`src/rtl/data_mem_arbiter_pkg.sv`:
```
// Shared definitions for the data memory arbiter.
// Arbiter state encodings and default data-path widths.
package data_mem_arbiter_pkg;

   localparam int DATA_W_DEF = 16;
   localparam int ADDR_W_DEF = 16;

   typedef enum logic [1:0] {
      ARB_IDLE    = 2'd0,
      ARB_BURST   = 2'd1,
      ARB_RELEASE = 2'd2
   } arb_state_e;

endpackage

```
`src/rtl/data_mem_arbiter_sat_counter.sv`:
```
// Saturating up-counter with synchronous clear.
// Used for the p1 wait counter and the burst length counter.
module arb_sat_counter #(
   parameter int W     = 4,
   parameter int LIMIT = 4
) (
   input  logic         clk,
   input  logic         reset,
   input  logic         clr,
   input  logic         inc,
   output logic [W-1:0] count
);

   localparam logic [W-1:0] LIM = W'(LIMIT);

   // Clear wins over increment; counting stops at LIMIT.
   always_ff @(posedge clk) begin
      if (reset) begin
         count <= '0;
      end else if (clr) begin
         count <= '0;
      end else if (inc && (count != LIM)) begin
         count <= count + 1'b1;
      end
   end

endmodule

```
`src/rtl/data_mem_arbiter.sv`:
```
// Two-port arbiter for the single-port data memory.
// p0 has priority; p1 has anti-starvation and burst lock.
module data_mem_arbiter
   import data_mem_arbiter_pkg::*;
#(
   parameter int DATA_W    = DATA_W_DEF,
   parameter int ADDR_W    = ADDR_W_DEF,
   parameter int MAX_WAIT  = 4,
   parameter int MAX_BURST = 8
) (
   input  logic              clk,
   input  logic              reset,
   input  logic              p0_req,
   input  logic              p0_we,
   input  logic [ADDR_W-1:0] p0_addr,
   input  logic [DATA_W-1:0] p0_wdata,
   output logic              p0_gnt,
   output logic              p0_rvalid,
   output logic [DATA_W-1:0] p0_rdata,
   input  logic              p1_req,
   input  logic              p1_we,
   input  logic [ADDR_W-1:0] p1_addr,
   input  logic [DATA_W-1:0] p1_wdata,
   input  logic              p1_lock,
   output logic              p1_gnt,
   output logic              p1_rvalid,
   output logic [DATA_W-1:0] p1_rdata,
   output logic [ADDR_W-1:0] mem_address,
   output logic [DATA_W-1:0] mem_write_data,
   output logic              mem_write,
   output logic              mem_read,
   input  logic [DATA_W-1:0] mem_read_data
);

   localparam logic [3:0] WAIT_LIM   = 4'(MAX_WAIT);
   localparam logic [7:0] BURST_LAST = 8'(MAX_BURST - 1);

   arb_state_e state, state_nxt;
   logic [3:0] wait_cnt;
   logic [7:0] burst_cnt;
   logic       g0, g1;
   logic       b_inc, b_clr;
   logic       w_inc, w_clr;
   logic       rv0_q, rv1_q;

   arb_sat_counter #(.W(4), .LIMIT(MAX_WAIT)) u_wait (
      .clk   (clk),
      .reset (reset),
      .clr   (w_clr),
      .inc   (w_inc),
      .count (wait_cnt)
   );

   arb_sat_counter #(.W(8), .LIMIT(MAX_BURST)) u_burst (
      .clk   (clk),
      .reset (reset),
      .clr   (b_clr),
      .inc   (b_inc),
      .count (burst_cnt)
   );

   // State register.
   always_ff @(posedge clk) begin
      if (reset) state <= ARB_IDLE;
      else       state <= state_nxt;
   end

   // Grant selection and next-state decode.
   always_comb begin
      state_nxt = state;
      g0        = 1'b0;
      g1        = 1'b0;
      b_inc     = 1'b0;
      b_clr     = 1'b0;
      unique case (state)
         ARB_IDLE: begin
            if (p1_req && (!p0_req || wait_cnt == WAIT_LIM)) g1 = 1'b1;
            else if (p0_req)                                 g0 = 1'b1;
            if (g1 && p1_lock) begin
               state_nxt = ARB_BURST;
               b_inc     = 1'b1;
            end
         end
         ARB_BURST: begin
            g1 = p1_req;
            if (!p1_lock) begin
               state_nxt = ARB_IDLE;
               b_clr     = 1'b1;
            end else begin
               b_inc = 1'b1;
               if (burst_cnt == BURST_LAST) state_nxt = ARB_RELEASE;
            end
         end
         ARB_RELEASE: begin
            g0        = p0_req;
            g1        = p1_req && !p0_req;
            b_clr     = 1'b1;
            state_nxt = ARB_IDLE;
         end
         default: begin
            state_nxt = ARB_IDLE;
            b_clr     = 1'b1;
         end
      endcase
   end

   // Grants are suppressed during reset so nothing commits.
   always_comb begin
      p0_gnt = g0 && !reset;
      p1_gnt = g1 && !reset;
      w_clr  = p1_gnt || !p1_req;
      w_inc  = (state == ARB_IDLE) && p1_req && !p1_gnt;
   end

   // Memory mux: the winner drives the memory, idle drives zero.
   always_comb begin
      mem_address    = '0;
      mem_write_data = '0;
      mem_write      = 1'b0;
      mem_read       = 1'b0;
      if (p0_gnt) begin
         mem_address    = p0_addr;
         mem_write_data = p0_wdata;
         mem_write      = p0_we;
         mem_read       = !p0_we;
      end else if (p1_gnt) begin
         mem_address    = p1_addr;
         mem_write_data = p1_wdata;
         mem_write      = p1_we;
         mem_read       = !p1_we;
      end
   end

   // Read return: capture data at the grant edge, pulse rvalid.
   always_ff @(posedge clk) begin
      if (reset) begin
         rv0_q    <= 1'b0;
         rv1_q    <= 1'b0;
         p0_rdata <= '0;
         p1_rdata <= '0;
      end else begin
         rv0_q <= p0_gnt && !p0_we;
         rv1_q <= p1_gnt && !p1_we;
         if (p0_gnt && !p0_we) p0_rdata <= mem_read_data;
         if (p1_gnt && !p1_we) p1_rdata <= mem_read_data;
      end
   end

   // A pending rvalid is dropped as soon as reset is seen.
   always_comb begin
      p0_rvalid = rv0_q && !reset;
      p1_rvalid = rv1_q && !reset;
   end

endmodule

```
`config.mk`:
```
export PLATFORM = sky130hd
export DESIGN_NAME = data_mem_arbiter
export DESIGN_NICKNAME = d
export VERILOG_FILES = /design/src/rtl/data_mem_arbiter_pkg.sv /design/src/rtl/data_mem_arbiter_sat_counter.sv /design/src/rtl/data_mem_arbiter.sv
export SDC_FILE = /design/constraint.sdc
export NUM_CORES = 1
export LEC_CHECK = 0
export CAP_MARGIN = 20
export CORE_UTILIZATION = 62
export DETAILED_ROUTE_END_ITERATION = 7
export DONT_BUFFER_PORTS = 1
export HOLD_SLACK_MARGIN = 0.08
export MAX_ROUTING_LAYER = met4
export PLACE_DENSITY = 0.78
export SETUP_SLACK_MARGIN = 0.15
export SLEW_MARGIN = 0
export SYNTH_ARGS = -nofsm -noshare
export SYNTH_HDL_FRONTEND = slang
export SYNTH_SLANG_ARGS = --single-unit
```
`constraint.sdc`:
```
create_clock -name clk -period 2.3 [get_ports clk]
set_clock_uncertainty 0.15 [all_clocks]
set_input_delay 0.23 -clock clk [delete_from_list [all_inputs] [get_ports clk]]
set_output_delay 0.23 -clock clk [all_outputs]
set_load 0.01 [all_outputs]
```
# Yosys cells after proc, flatten, opt, wreduce, memory -nomap -nowiden
# Index checks and enable logic that the tools add are counted.
# classes
reduce_logical	25
n_eq_ne	8
mux	23
n_addsub	2
# ops
op	count
two-way mux 16 bit	4
logical AND 1 bit	13
two-way mux 1 bit	11
adder 8 x 1 -> 8 bit, second input constant	1
== test 8 x 3 -> 1 bit, second input constant	1
inequality test 8 x 4 -> 1 bit, second input constant	1
zero test 1 bit	6
two-way mux 2 bit	3
case mux 1 bit (2 select lines)	3
adder 4 x 1 -> 4 bit, second input constant	1
== test 4 x 3 -> 1 bit, second input constant	1
inequality test 4 x 3 -> 1 bit, second input constant	1
case mux 2 bit (2 select lines)	1
OR reduction 2 bit	2
inequality test 3 bit, second input constant	1
case mux 1 bit (3 select lines)	1
== test 2 x 1 -> 1 bit, second input constant	1
== test 2 bit, second input constant	1
zero test 2 bit	1
logical OR 1 bit	2
inequality test 2 bit, second input constant	1
AND reduction 2 bit	1
# word_totals
regBits	48
input_bits	87

# Longest topological paths before layout
# logic_depth
depth_word	10
ltp_mapped	7

# Cells and area by module
# Synthesis repeated with hierarchy kept, for this count alone.
# unflattened
cells_unflattened	236
hier_area_um2	2461.1
# modules_own_cells
mod	cells_per_inst	area_per_inst_um2	instances
data_mem_arbiter	160	1830.5	1
arb_sat_counter at u_burst	50	409.1	1
arb_sat_counter at u_wait	26	221.5	1

# Worst setup path after synthesis
# No wires, ideal clock.
# synth_path
path_kind	reg2out
start	reg u_wait.count[0]
end	out mem_address[10]
path_buffers	1
t_required_ns	1.920
setup_slack_ns	0.189
path_stages_with_launch	8
arrival_ns	1.731
path_cell_list	dfxtp_1 inv_1 ha_1 and4bb_2 nor2_1 nor2_1 clkbuf_1 a22o_1
# synth_between
elab_chain_len	9
# synth_rtl
item	line	rtl
from (decl)	data_mem_arbiter_sat_counter.sv:11	output logic [W-1:0] count
from (signal assigned)	data_mem_arbiter_sat_counter.sv:23	count <= count + 1'b1;
== test 4 x 3 -> 1 bit	data_mem_arbiter.sv:77	if (p1_req && (!p0_req || wait_cnt == WAIT_LIM)) g1 = 1'b1;
logical OR 1 bit	data_mem_arbiter.sv:77	
logical AND 1 bit	data_mem_arbiter.sv:77	
two-way mux 1 bit	data_mem_arbiter.sv:77	
two-way mux 1 bit	data_mem_arbiter.sv:75	unique case (state)
case mux 1 bit (3 select lines)	data_mem_arbiter.sv:75	
logical AND 1 bit	data_mem_arbiter.sv:110	p1_gnt = g1 && !reset;
via p1_gnt	data_mem_arbiter.sv:25	output logic p1_gnt,
two-way mux 16 bit	data_mem_arbiter.sv:126	end else if (p1_gnt) begin
two-way mux 16 bit	data_mem_arbiter.sv:121	if (p0_gnt) begin
to (decl)	data_mem_arbiter.sv:28	output logic [ADDR_W-1:0] mem_address,
# The timed path passes the listed nets, and every way through them passes these cells. The select of a mux whose other input is x is not followed.

# Worst setup path after layout
# layout_path
start	reg u_wait.count[1]
end	out mem_address[12]
# The elaborated chain is that of the path after synthesis.

==> out/results.ini <==
[run_status]
status = complete, no violations

[hold_path]
min-delay-start = p0_we
hp-class = in2reg

[critical_path]
crit_path_start = u_wait.count[1]$_SDFFE_PP0P_
reg2regPathDepth = 4
setup.worst_path.start_class = register
arrival_ns = 1.90
crit_type = reg2out
r2r_slack_ns = 0.09
reg2reg_to = u_burst.count[7]$_SDFFE_PP0P_
end_kind = output port
endpoint = mem_address[12]
r2r_start = u_burst.count[2]$_SDFFE_PP0P_
crit_required_ns = 1.92
path_max_fanout = 8

[floorplan]
initial_utilization_pct = 65.19
core_area_mm2 = 0.003716
rows = 22
die_h_um = 64.51
ioPinCount = 157
dieArea_mm2 = 0.004161
dieWidth_um = 64.51

[detailed_routing]
routedWlPerCell_um = 23.84
wl_um = 8319
viasPerCell = 6.441
vias = 2248
drt_pass1_iterations = 4
drt_iter0_drc = 214
route.detailed.drc = 0
ant_nets = 0

[synthesis]
yosys.area.top_type = dfxtp_1
syn_nets = 361
postSynthAreaPerCell_um2 = 8.972
syn_area_mm2 = 0.002422
yosysWarnings = 0
synth_seq_cells = 48
synth_edf_count = 0
async_reset_ff_share_pct = 0
synthFlopType = dfxtp_1
ys_seq_area_share_pct = 39.67
synthCells = 270
ys_top_cells_by_area = dfxtp_1, a22o_1, mux2i_1
synth_top_area_share_pct = 39.67
yosys.cell_types.count = 46

[grt]
grt_pass1_vias = 2109
grt_pass1_wl_um = 10530
grt_antenna_before_repair = 0
grt_usage_pct = 34.71
grt_max_degree = 34
grt_remaining_overflow = 0

[timing]
finalHoldViolations = 0
rsz0062_at_grt = yes
setup_ws_ns = 0.01780
relSlewSlack_pct = 32.82
period_share_pct = 99.23
final.min_clock_period_ns = 2.282
tightest_slew_ns = 1.004
fmax_mhz = 438.2
maxSlewViolCount = 0
setup_viol = 0
tns_ns = 0

[cts]
clock-sinks = 48
clockBufferDepth = 2
cts_tree = yes
worstSkewPairLatency_ns = 0.30
clkTransAtPathRegs_ns = 0.09
numCtsBuffers = 5
cts_root_buffer = clkbuf_8
htreeDepth = 2

[pwr]
powerDensity_mw_per_mm2 = 570.9
p_int_uw = 1364
seq_power_share_pct = 48.4
vdd_drop_max_uv = 596.4
p_leak_uw = 0.001350
switching_share_pct = 25.58
clockPowerShare_pct = 35.4
power_uw = 1833
p_sw_uw = 468.8
combPwrFrac_pct = 16.2

[place]
dp_slack_ns = 0.2944
gp_congestion = 0.8044
dp_hpwl_um = 4541
numPortBuffers = 0

[finish]
drive_gt1_share_pct = 22.92
antenna_cells = 0
area_growth_pct = 32.54
nets = 391
fin_util_pct = 86.40

[run]
cap_violations = 0

cell families (layout without fill, tap and decap cells):
logic type / Yosys count / count (layout) / share of synthesized area [%]
muxes: 20 / 20 / 8.264
buffers and inverters: 24 / 55 / 4.184
AOI/OAI and AO/OA: 68 / 68 / 22.42
DFF: 48 / 48 / 39.67
and+or+nand+nor: 104 / 104 / 22.68
xor gates and xnor gates: 2 / 2 / 0.7233
adders and majority gates: 4 / 4 / 2.066
flip-flops by register name, summed over array words and instances, names as in the netlist:
| name | cells |
|---|---|
| u_wait.count | 4 |
| p1_rdata | 16 |
| u_burst.count | 8 |
| p0_rdata | 16 |
| rv0_q | 1 |
| rv1_q | 1 |
| state | 2 |
Yosys cell counts, types with 2 or more instances:
library cell	n
nand4b_1	2
mux2i_1	20
ha_1	4
dfxtp_1	48
inv_1	7
buf_2	5
a21boi_0	2
o21ai_0	17
o31ai_1	2
nand3_1	8
nand2_1	27
or4_1	3
nor3b_1	2
a21boi_1	2
or3_1	2
a21oi_1	2
clkbuf_1	10
nand2b_1	23
and3_1	2
a22o_1	33
nand4_1	2
nor2_1	21
nor2b_1	3
cell type report:
class	instances	area [um2]
timing repair buffer	40	444.2
sequential	48	965.9
clock buffer	6	82.58
fill	185	505.5
inverter	7	26.28
multi-input combinational	198	1593
clock inverter	2	38.79
tap	48	60.06
cells in the final DEF (no fill, tap or decap), types with 2 or more instances in the layout:
cell,n
a22o_4,20
clkbuf_8,6
nand2b_1,23
a22o_1,13
a21oi_1,2
clkbuf_16,2
nor2_1,19
dfxtp_1,44
dlygate4sd3_1,22
dfxtp_2,4
and3_1,2
buf_12,2
o31ai_1,2
inv_1,4
nor3b_1,2
nand2_1,27
nor2b_1,2
or4_1,3
o21ai_0,17
ha_1,3
inv_2,3
nand3_1,8
mux2i_1,19
buf_4,12
nand4b_1,2
nand4_1,2
a21boi_1,2
a21boi_0,2
or3_1,2
power by group through the flow:
stage	clock network [uW]	registers, uW	logic (uW)
global placement	0	905	174
detailed placement	0	905	178
floorplan	0	899	154
global route	691	890	311
CTS	652	886	266
finish	649	887	297
layer usage:
| metal | track usage, % | wire length [um] | vias to the layer above |
|---|---|---|---|
| met3 | 12.50 | 903 | 26 |
| li1 | - | - | 1032 |
| met4 | 13.89 | 303 | 0 |
| met5 | - | 0 | - |
| met2 | 55.26 | 3910 | 119 |
| met1 | 39.63 | 3202 | 1071 |
through the flow:
stage,hold slack [ns],std cells,instance area [um2]
after floorplan,0.1886,270,2422
after global placement,0.1589,307,2487
after detailed placement,0.1622,307,2487
after CTS,0.08884,347,3095
after global routing,0.1059,349,3211
final,0.09853,349,3211
worst min-delay path by stage:
| stage | endpoint | slack [ns] | cells after the start |
|---|---|---|---|
| floorplan | p0_rdata[0]$_SDFFE_PP0P_ | 0.19 | 2 |
| global placement | p1_rdata[2]$_SDFFE_PP0P_ | 0.16 | 1 |
| detailed placement | p1_rdata[12]$_SDFFE_PP0P_ | 0.16 | 1 |
| CTS | rv0_q$_SDFF_PP0_ | 0.09 | 2 |
| global route | rv0_q$_SDFF_PP0_ | 0.11 | 2 |
| finish | rv0_q$_SDFF_PP0_ | 0.1 | 2 |
critical path, stage by stage, from the launching register on:
cell and delay (ns):
dfxtp_2 0.34, inv_2 0.07, ha_4 0.15, and4bb_2 0.27
nor2_2 0.07, nor2_4 0.28, clkbuf_16 0.24, a22o_4 0.16
repair_timing:
item | in CTS | in global routing
pin swaps | 1 | 6
hold endpoints to repair | 38 | 0
resized for setup | 24 | 18
hold buffers | 22 | 0
buffers inserted | 7 | 1
endpoints found under the setup margin | 34 | 34
gates cloned | 3 | 1
Power figures use the tool's default switching activity.
